### config.mk
export PLATFORM = sky130hd
export DESIGN_NAME = alu_issue_stage_flat
export DESIGN_NICKNAME = d
export VERILOG_FILES = /design/src/rtl/alu_issue_if.sv /design/src/rtl/alu_issue_stage.sv /design/src/flat_wrapper.sv
export SDC_FILE = /design/constraint.sdc
export NUM_CORES = 1
export LEC_CHECK = 0
export ABC_AREA = 1
export ABC_CLOCK_PERIOD_IN_PS = 3050
export CORE_MARGIN = 10
export CORE_UTILIZATION = 60
export CTS_CLUSTER_SIZE = 28
export DETAILED_ROUTE_END_ITERATION = 12
export PLACE_DENSITY = 0.84
export SETUP_SLACK_MARGIN = 0.15
export SLEW_MARGIN = 20
export SYNTH_ARGS = -nofsm -noshare
export SYNTH_HDL_FRONTEND = slang
export SYNTH_SLANG_ARGS = --single-unit
### constraint.sdc
create_clock -name CLK -period 3.05 [get_ports CLK]
set_input_delay 0.61 -clock CLK [delete_from_list [all_inputs] [get_ports CLK]]
set_output_delay 0.61 -clock CLK [all_outputs]
set_load 0.01 [all_outputs]
### src/rtl/alu_issue_if.sv
// Issue-stage bus: instruction valid/ready handshake toward the stage plus
// the registered operand/opcode bus to the ALU and its result back.
interface alu_issue_if #(
  parameter int DW = 8
);
  logic          in_valid;
  logic [15:0]   in_instr;
  logic          in_ready;
  logic [DW-1:0] alu_result;
  logic [DW-1:0] A;
  logic [DW-1:0] B;
  logic [2:0]    alu_op;

  modport slave (
    input  in_valid, in_instr, alu_result,
    output in_ready, A, B, alu_op
  );

  modport master (
    output in_valid, in_instr, alu_result,
    input  in_ready, A, B, alu_op
  );
endinterface

### src/rtl/alu_issue_stage.sv
// Decode/operand-issue stage ahead of the 8-bit pipelined ALU, with RAW hazard stalls.
// Optional macro ALU_ISSUE_FWD_EN enables forwarding of alu_result from the wb slot.
module alu_issue_stage #(
  parameter int DW   = 8,
  parameter int NREG = 8
) (
  input  logic          CLK,
  input  logic          RST,
  alu_issue_if.slave    bus,
  output logic          illegal_flag,
  input  logic [2:0]    dbg_addr,
  output logic [DW-1:0] dbg_data
);
  localparam int RW = $clog2(NREG);

  localparam logic [2:0] OP_NOP = 3'b000;
  localparam logic [2:0] OP_ADD = 3'b001;
  localparam logic [2:0] OP_SUB = 3'b010;
  localparam logic [2:0] OP_AND = 3'b011;
  localparam logic [2:0] OP_NOT = 3'b100;

  logic [DW-1:0] rf_reg [NREG];
  logic [DW-1:0] a_reg, b_reg;
  logic [2:0]    alu_op_reg;
  logic          illegal_reg;
  logic          ex_v_reg, wb_v_reg;
  logic [RW-1:0] ex_rd_reg, wb_rd_reg;

  logic [2:0]    op;
  logic [RW-1:0] rd, rs1, rs2;
  logic          uses_rs2, writes_rd, reserved_op;
  logic          haz_ex, haz_wb, ready, accept;
  logic [DW-1:0] opnd_a, opnd_b;
  logic          unused_bits;

  assign op          = bus.in_instr[15:13];
  assign rd          = bus.in_instr[12:10];
  assign rs1         = bus.in_instr[9:7];
  assign rs2         = bus.in_instr[6:4];
  assign unused_bits = ^bus.in_instr[3:0];

  assign uses_rs2    = (op == OP_ADD) || (op == OP_SUB) || (op == OP_AND);
  assign reserved_op = (op > OP_NOT);
  assign writes_rd   = (op != OP_NOP) && !reserved_op && (rd != '0);

  // Slots only hold writing ops with rd != 0, so r0 sources never match.
  assign haz_ex = ex_v_reg && ((rs1 == ex_rd_reg) || (uses_rs2 && (rs2 == ex_rd_reg)));

`ifdef ALU_ISSUE_FWD_EN
  assign haz_wb = 1'b0;

  always_comb begin
    opnd_a = rf_reg[rs1];
    opnd_b = rf_reg[rs2];
    if (wb_v_reg && (wb_rd_reg == rs1)) opnd_a = bus.alu_result;
    if (wb_v_reg && (wb_rd_reg == rs2)) opnd_b = bus.alu_result;
    if (op == OP_NOT) opnd_b = '0;
  end
`else
  // Without forwarding, wait until the wb slot has landed in the register file.
  assign haz_wb = wb_v_reg && ((rs1 == wb_rd_reg) || (uses_rs2 && (rs2 == wb_rd_reg)));

  always_comb begin
    opnd_a = rf_reg[rs1];
    opnd_b = (op == OP_NOT) ? '0 : rf_reg[rs2];
  end
`endif

  assign ready  = !RST && !haz_ex && !haz_wb;
  assign accept = bus.in_valid && ready;

  always_ff @(posedge CLK) begin
    if (RST) begin
      a_reg       <= '0;
      b_reg       <= '0;
      alu_op_reg  <= OP_NOP;
      illegal_reg <= 1'b0;
      ex_v_reg    <= 1'b0;
      ex_rd_reg   <= '0;
      wb_v_reg    <= 1'b0;
      wb_rd_reg   <= '0;
    end else begin
      wb_v_reg  <= ex_v_reg;
      wb_rd_reg <= ex_rd_reg;
      if (accept) begin
        a_reg      <= opnd_a;
        b_reg      <= opnd_b;
        alu_op_reg <= reserved_op ? OP_NOP : op;
        ex_v_reg   <= writes_rd;
        ex_rd_reg  <= rd;
        if (reserved_op) illegal_reg <= 1'b1;
      end else begin
        alu_op_reg <= OP_NOP;
        ex_v_reg   <= 1'b0;
      end
    end
  end

  // Entry 0 is never written, so it stays at its reset value of zero.
  always_ff @(posedge CLK) begin
    if (RST) begin
      for (int i = 0; i < NREG; i++) rf_reg[i] <= '0;
    end else if (wb_v_reg && (wb_rd_reg != '0)) begin
      rf_reg[wb_rd_reg] <= bus.alu_result;
    end
  end

  assign bus.in_ready = ready;
  assign bus.A        = a_reg;
  assign bus.B        = b_reg;
  assign bus.alu_op   = alu_op_reg;
  assign illegal_flag = illegal_reg;
  assign dbg_data     = rf_reg[dbg_addr];
endmodule
### src/flat_wrapper.sv
// flat-port wrapper written by rule: the top's interface ports become plain ports
module alu_issue_stage_flat 
#(
  parameter int DW   = 8,
  parameter int NREG = 8
)
  (CLK, RST, illegal_flag, dbg_addr, dbg_data, bus_in_valid, bus_in_instr, bus_alu_result, bus_in_ready, bus_A, bus_B, bus_alu_op);
  alu_issue_if #(.DW(DW)) bus_i ();
  input  logic CLK;
  input  logic RST;
  output logic illegal_flag;
  input  logic [2:0] dbg_addr;
  output logic [DW-1:0] dbg_data;
  input wire logic [$bits(bus_i.in_valid)-1:0] bus_in_valid;
  input wire logic [$bits(bus_i.in_instr)-1:0] bus_in_instr;
  input wire logic [$bits(bus_i.alu_result)-1:0] bus_alu_result;
  output wire logic [$bits(bus_i.in_ready)-1:0] bus_in_ready;
  output wire logic [$bits(bus_i.A)-1:0] bus_A;
  output wire logic [$bits(bus_i.B)-1:0] bus_B;
  output wire logic [$bits(bus_i.alu_op)-1:0] bus_alu_op;
  assign bus_i.in_valid = bus_in_valid;
  assign bus_i.in_instr = bus_in_instr;
  assign bus_i.alu_result = bus_alu_result;
  assign bus_in_ready = bus_i.in_ready;
  assign bus_A = bus_i.A;
  assign bus_B = bus_i.B;
  assign bus_alu_op = bus_i.alu_op;
  alu_issue_stage #(.DW(DW), .NREG(NREG)) u_core (.CLK(CLK), .RST(RST), .bus(bus_i), .illegal_flag(illegal_flag), .dbg_addr(dbg_addr), .dbg_data(dbg_data));
endmodule
# ---- Word-level counts from Yosys, hierarchy flattened
# Memories as Yosys holds them, arrays and structs flattened. A register that Yosys moved wholly into a read port is not among the register bits.
# Cells that the tools add are included.
dict set report word_totals {
  n_memories 1
  in_bits 30
  elab_cells 52
  mem_bits_rw 64
  regBits 20
  out_inout_bits 29
}
# memory depth word_bits rd rd_clocked_by_memory_dff wr line
set memory_table {}
lappend memory_table {u_core.rf_reg 8 8 3 1 8 alu_issue_stage.sv:22} ;# logic [DW-1:0] rf_reg [NREG];
dict set report op_classes {
  eq_ne 8
  reduce_logical 25
  bitwise 1
  n_mux 9
  n_lt_le_gt_ge 1
}
# operator count
set op_table {}
lappend op_table {{8-bit 2-to-1 mux} 2}
lappend op_table {{3-bit equality test} 4}
lappend op_table {{1-bit logical AND} 10}
lappend op_table {{3-bit nonzero test} 3}
lappend op_table {{8-bit OR reduction} 1}
lappend op_table {{3-bit by 2-bit equality test with 1-bit output, second input constant} 2}
lappend op_table {{1-bit 2-to-1 mux} 6}
lappend op_table {{1-bit logical NOT} 4}
lappend op_table {{1-bit logical OR} 4}
lappend op_table {{3-bit by 1-bit equality test with 1-bit output, second input constant} 1}
lappend op_table {{3-bit equality test, second input constant} 1}
lappend op_table {{3-bit greater-than comparator, second input constant} 1}
lappend op_table {{3-bit 2-to-1 mux} 1}
lappend op_table {{3-bit OR reduction} 1}
lappend op_table {{2-bit AND reduction} 1}
lappend op_table {{2-bit OR reduction} 1}
lappend op_table {{1-bit NOT} 1}

# ---- Longest topological paths before layout
# Gate-level depths: netlist (run 1).
dict set report depth {
  depth_word 12
  ltp_mapped 13
  depth_no_buf 11
}

# ---- Least setup slack after synthesis (run 1)
# OpenSTA, ideal clock, no wires.
dict set report synth_timing {
  kind {input -> output}
  from {input dbg_addr[0]}
  to {output dbg_data[0]}
  path_slack_ns 0.843
  stages 7
  required_ns 2.440
  arrival_ns 1.597
  cell_sequence {buf_2 inv_1 buf_2 buf_2 a21oi_1 o21ai_0 a31oi_1}
}
dict set report synth_between {
  elab_chain_len 1
}
# item line
set synth_rtl {}
lappend synth_rtl {{from (decl)} flat_wrapper.sv:12} ;# input logic [2:0] dbg_addr;
lappend synth_rtl {{memory 8 x 8 bit} --}
lappend synth_rtl {{to (decl)} flat_wrapper.sv:13} ;# output logic [DW-1:0] dbg_data;
# Every way passes these cells.

# ---- Final worst setup path (run 1)
dict set report layout_timing {
  from {input dbg_addr[1]}
  to {output dbg_data[2]}
}
# The elaborated chain is that of the path after synthesis.

==> results.ini, run 1 <==
[yosys]
synthArstFlopShare=0
synth-edff-count=64
synthCells=702
synthTopCellsByArea=edfxtp_1 36%, dfxtp_1 10%, nand2_1 9.6%
synth_top_cell_area_share=0.360
synth_top_family_by_area=simple AND/OR/NAND/NOR gates
yosysMostFrequentCell=nand2_1
synth_top_area_cell=edfxtp_1
synth_cell_type_count=30
synth_mux_area_frac=0
synth_compound_area_frac=0.158
netlist_area_sq_mm=0.00534
synth_warnings=0
synthSimpleGateAreaFrac=0.259
synth_xor_area_frac=0.00984
synthTopCellsByCount=137 x nand2_1, 111 x nor2_1, 83 x inv_1
synth_flop_cell=edfxtp_1
seq_area_frac_synth=0.465
synth-seq-cells=92
avgSynthCellArea_sq_um=7.61
synth_adder_area_share=0.00468

[sta]
relSlewSlack=0.643
hold_viol=0
setup_viol=0
worst_pin_slew_ns=0.535
skew_ns=0.0169
fin_tns_setup_ns=0
fmax_mhz=353
fin_crit_sh=0.928
rsz0062_at_grt=false
post-route-min-period_ns=2.83
slew_violations=0

[finish]
largest_reg_flops=64
utilization=0.726
drive_gt1_frac=0.0813
finalInstanceArea_sq_mm=0.00630
num_antenna_cells=0
fin_cells=871
nets=790
areaGrowthSynthToFinish_pct=17.9

[grt]
antenna_found_initial=0
grt_overflow_total=0
grt_util_all_layers=0.244
grt_pass1_vias=4593
grt_pass1_wl_um=24900
grt_max_degree=55

[setup_path]
worst-path-max-fanout=12
crit_required_ns=2.44
endpoint_kind=output pin
r2r_cells=5
startpoint_type=input port
rrSetupSlack_ns=1.02
r2r-start=u_core.wb_rd_reg[1]
rr_endpoint=u_core.rf_reg[4][0]
crit_arrival_ns=2.22
worstSetupPathType=in -> out

[floorplan]
start_util=0.615
fp.dieW_um=114
die_h_um=114
dieArea_sq_mm=0.0131
placement_rows=34
core_area_sq_mm=0.00868
io_pins=59

[place]
place_area_sq_mm=0.00607
numPortBuffers=54
dp_hpwl_um=12200
place.gp.congestion=0.998
dpl.cell_count=855

[drt]
wl_um=16000
vias=5134
vias_per_cell=5.89
firstDrtPassIters=6
drc_errors=0
ant_nets=0
drt_iter0_drc=843
post_drt_wl_per_cell_um=18.4

[clock_network]
h-tree-depth=3
cts_sinks=92
cts.path.max_buffers=2
cts_made_buffers=9
insertion_delay_ns=0.36
clk_pin_slew_ns=0.11
cts_tree=built
cts-root-buf=clkbuf_8

[power]
p_per_area_mw_per_mm2=457
peakVddDrop_mv=0.340
leakage_nw=2.70

[job]
cap_violations=0

[hold_path]
hold_depth=2
hold_end=u_core.illegal_flag
min_from=u_core.illegal_flag
min-delay-path-class=reg -> reg

[run_status]
outcome=finished, final reports clean

## logic make-up (layout without fill, tap and decap cells)
group | after synthesis | in the layout
xor gates and xnor gates | 6 | 6
buffers and inverters | 133 | 187
other | 1 | 8
DFF | 92 | 92
and+or+nand+nor | 327 | 327
AOI/OAI and AO/OA | 141 | 141
adders and majority gates | 2 | 2
## placed cells by master (no fill, tap or decap), types with 2 or more instances in the layout
master           instances
nand3_1                 52
o211ai_1                35
edfxtp_1                64
buf_12                   2
o21ai_0                 43
bufinv_16                2
conb_1                   8
nand2_1                137
buf_4                   27
dfxtp_1                 28
clkinvlp_4               2
dlygate4sd2_1           14
nor2_1                 111
a31oi_1                  7
inv_6                    2
a21oi_1                 45
xor2_1                   2
a221oi_1                 6
xnor2_1                  4
clkbuf_8                 9
nand4_1                 20
clkdlybuf4s50_1         39
ha_1                     2
inv_2                    6
nand2_2                  3
inv_1                   81
## metrics by stage
step	setup slack (ns)	hold WS [ns]	total power [mW]
global route	0.150	0.500	2.98
CTS	0.237	0.471	2.87
global placement	-0.106	0.439	1.95
detailed placement	-0.141	0.453	1.97
finish	0.221	0.472	2.88
floorplan	0.843	0.462	1.75
## layout make-up
| class | count | area, sq um |
|---|---|---|
| clock buffers | 9 | 124 |
| well taps | 108 | 135 |
| clock inverters | 7 | 104 |
| multi-input cells | 484 | 2350 |
| fillers | 697 | 2380 |
| inverters | 87 | 327 |
| flip-flops and latches | 92 | 2480 |
| repair buffers | 84 | 776 |
## critical path, cell delays in order
cell,delay [ns]
clkdlybuf4s50_1,0.47
buf_4,0.21
buf_4,0.16
a21oi_1,0.09
o21ai_0,0.14
a31oi_1,0.23
dlygate4sd2_1,0.29
## report_power, final
group | internal (mW) | switching (mW)
sequential | 1.39 | 0.0452
combinational | 0.200 | 0.306
clock | 0.474 | 0.467
total | 2.06 | 0.818
## worst max-delay path by stage
stage / cells after the start / endpoint / from / slack (ns)
after global placement: 9 / dbg_data[7] / dbg_addr[0] / -0.11
after floorplan: 7 / dbg_data[0] / dbg_addr[0] / 0.84
after CTS: 7 / dbg_data[2] / dbg_addr[1] / 0.24
final: 7 / dbg_data[2] / dbg_addr[1] / 0.22
after global routing: 7 / dbg_data[1] / dbg_addr[1] / 0.15
after detailed placement: 9 / dbg_data[7] / dbg_addr[0] / -0.14
## metal layers
metal / GRT usage / share of wire
met1: 0.325 / 0.41
met2: 0.386 / 0.46
met3: 0.0514 / 0.11
met4: 0.0852 / 0.026
met5: 0 / 0
## what timing repair did
action	4_1_cts	5_1_grt
buffers inserted	0	0
resized for setup	21	1
pin swaps	1	0
hold buffers	0	0
endpoints found under the setup margin	9	2
Note: power is estimated with default switching activity, not from simulation.
==> inputs of run 2 (changes only) <==
--- a/config.mk
+++ b/config.mk
@@ -8,10 +8,10 @@
 export ABC_AREA = 1
 export ABC_CLOCK_PERIOD_IN_PS = 3050
 export CORE_MARGIN = 10
-export CORE_UTILIZATION = 60
+export CORE_UTILIZATION = 40
 export CTS_CLUSTER_SIZE = 28
 export DETAILED_ROUTE_END_ITERATION = 12
-export PLACE_DENSITY = 0.84
+export HOLD_SLACK_MARGIN = 0.03
 export SETUP_SLACK_MARGIN = 0.15
 export SLEW_MARGIN = 20
 export SYNTH_ARGS = -nofsm -noshare
==> run 2 against run 1 <==
Against the previous run: critical path type unchanged; register-to-register slack gained 0.06 ns; non-clock buffer count increased by 3; largest cell class unchanged; via count down 2.1%; clock power up 26%.
==> results.ini, run 2 (synthesized netlist as in run 1, its figures left out) <==
[drt]
firstDrtPassIters=5  ; -1
post_drt_wl_per_cell_um=18.1  ; -2.0%
drc_errors=0  ; unchanged
vias_per_cell=5.33  ; -9.5%
wl_um=17000  ; +6.0%
ant_nets=0  ; unchanged
vias=5024  ; -2.1%
drt_iter0_drc=491  ; -42%

[sta]
setup_ws_ns=0.359  ; +0.138 ns
worst_pin_slew_ns=0.518  ; -0.0174 ns
setup_viol=0  ; unchanged
skew_ns=0.0108  ; -0.00617 ns
fmax_mhz=372  ; +5.1%
slew_violations=0  ; unchanged
post-route-min-period_ns=2.69  ; -0.138 ns
fin_crit_sh=0.882  ; -0.0453
hold_viol=0  ; unchanged
whs_ns=0.451  ; -0.0206 ns
rsz0062_at_grt=false
relSlewSlack=0.655  ; +0.0116

[setup_path]
startpoint_type=input port
critPathLaunch=bus_in_instr[5]
crit_arrival_ns=2.08  ; -0.14 ns
crit_required_ns=2.44  ; about the same
endpoint_kind=output pin
r2r-start=u_core.wb_rd_reg[1]
r2r_cells=5  ; unchanged
worst-path-max-fanout=4  ; -8
worstSetupPathType=in -> out

[floorplan]
placement_rows=42  ; +24%
fp.dieW_um=136  ; +19%
core_area_sq_mm=0.0131  ; +51%
dieArea_sq_mm=0.0184  ; +41%
start_util=0.407  ; -0.209
die_h_um=136  ; +19%
io_pins=59  ; unchanged

[clock_network]
cts_sinks=92  ; unchanged
insertion_delay_ns=0.36  ; about the same
cts-root-buf=clkbuf_16
hold_buffers=0  ; unchanged
h-tree-depth=3  ; unchanged
cts_made_buffers=9  ; unchanged
cts.path.max_buffers=2  ; unchanged
clk_pin_slew_ns=0.07  ; -0.04 ns
cts_tree=built

[hold_path]
min_from=u_core.illegal_flag
min-delay-path-class=reg -> reg
hold_depth=2  ; unchanged

[place]
dp_hpwl_um=12900  ; +6.2%
place_ws_ns=-0.257  ; -0.116 ns
place.gp.congestion=0.892  ; -11%
numPortBuffers=54  ; unchanged

[power]
p_total_mw=3.14  ; +8.8%
peakVddDrop_mv=0.431  ; +27%
leakage_nw=2.78  ; +2.8%
p_per_area_mw_per_mm2=482  ; +5.4%

[run_status]
outcome=finished, final reports clean

[finish]
areaGrowthSynthToFinish_pct=21.8
nets=793  ; +0.38%
final_common_cell=nand2_1
final_cell_mix=137 x nand2_1, 111 x nor2_1, 82 x inv_1, 64 x edfxtp_1, 52 x nand3_1
utilization=0.495  ; -0.231
num_antenna_cells=0  ; unchanged
largest_reg_flops=64  ; unchanged
drive_gt1_frac=0.0888  ; +0.00751

[grt]
top_usage_layer=met2
grt_overflow_total=0  ; unchanged
grt_pass1_wl_um=26000  ; +4.1%
antenna_found_initial=0  ; unchanged
grt_pass1_vias=4673  ; +1.7%
grt_util_all_layers=0.184  ; -0.0602
grt_max_degree=55  ; unchanged
grtUsageMet2=0.269  ; -0.117
use_met3=0.0423  ; -0.00908
met1_usage=0.249  ; -0.0759

[job]
cap_violations=0  ; unchanged

## run 2: path summary, 6_finish.rpt
kind | to | slack, ns
hold / removal | u_core.illegal_flag | 0.45
hold reg to reg | u_core.illegal_flag | 0.45
setup reg to reg | u_core.rf_reg[2][2] | 1.08
setup / recovery | bus_in_ready | 0.36
## run 2: power by group
part | internal [mW] | switching (mW) | leakage [nW]
clock network | 0.656 | 0.525 | 0.154
logic | 0.203 | 0.315 | 1.74
registers | 1.39 | 0.0466 | 0.886
total | 2.25 | 0.886 | 2.78
## run 2: area by class of cell
cell class                      count  area [sq um]
Fill cell                        1281          6630
Inverter                           87           330
Sequential cell                    92          2480
Clock inverter                      7          87.6
Timing Repair Buffer               87           791
Tap cell                          176           220
Multi-Input combinational cell    484          2370
Clock buffer                        9           225
## run 2: what timing repair did
item | 4_1_cts | 5_1_grt
buffers inserted | 0 | 4
setup endpoints to repair | 9 | 8
resized for setup | 21 | 9
endpoints found under the hold margin | 0 | 0
pin swaps | 0 | 3
## run 2: stage by stage
stage	setup TNS [ns]	instance area (sq um)	instances
detailed placement	-0.940	6130	922
CTS	-0.102	6450	938
floorplan	0	5370	709
finish	0	6500	942
global placement	-0.921	6130	922
global route	0	6500	942
## run 2: critical path, cell delays in order
cell	delay, ns
clkdlybuf4s50_1	0.58
inv_2	0.06
nand2_1	0.05
nand2_1	0.05
nor2_1	0.08
nand2_1	0.07
nand2_2	0.10
nand2_2	0.08
nand3_4	0.09
inv_1	0.04
dlygate4sd2_1	0.27
## run 2: routing by layer
layer	up-vias	wire, um
met2	229	7120
met5	-	0
met1	2309	7810
met3	30	1410
met4	0	669
li1	2456	-
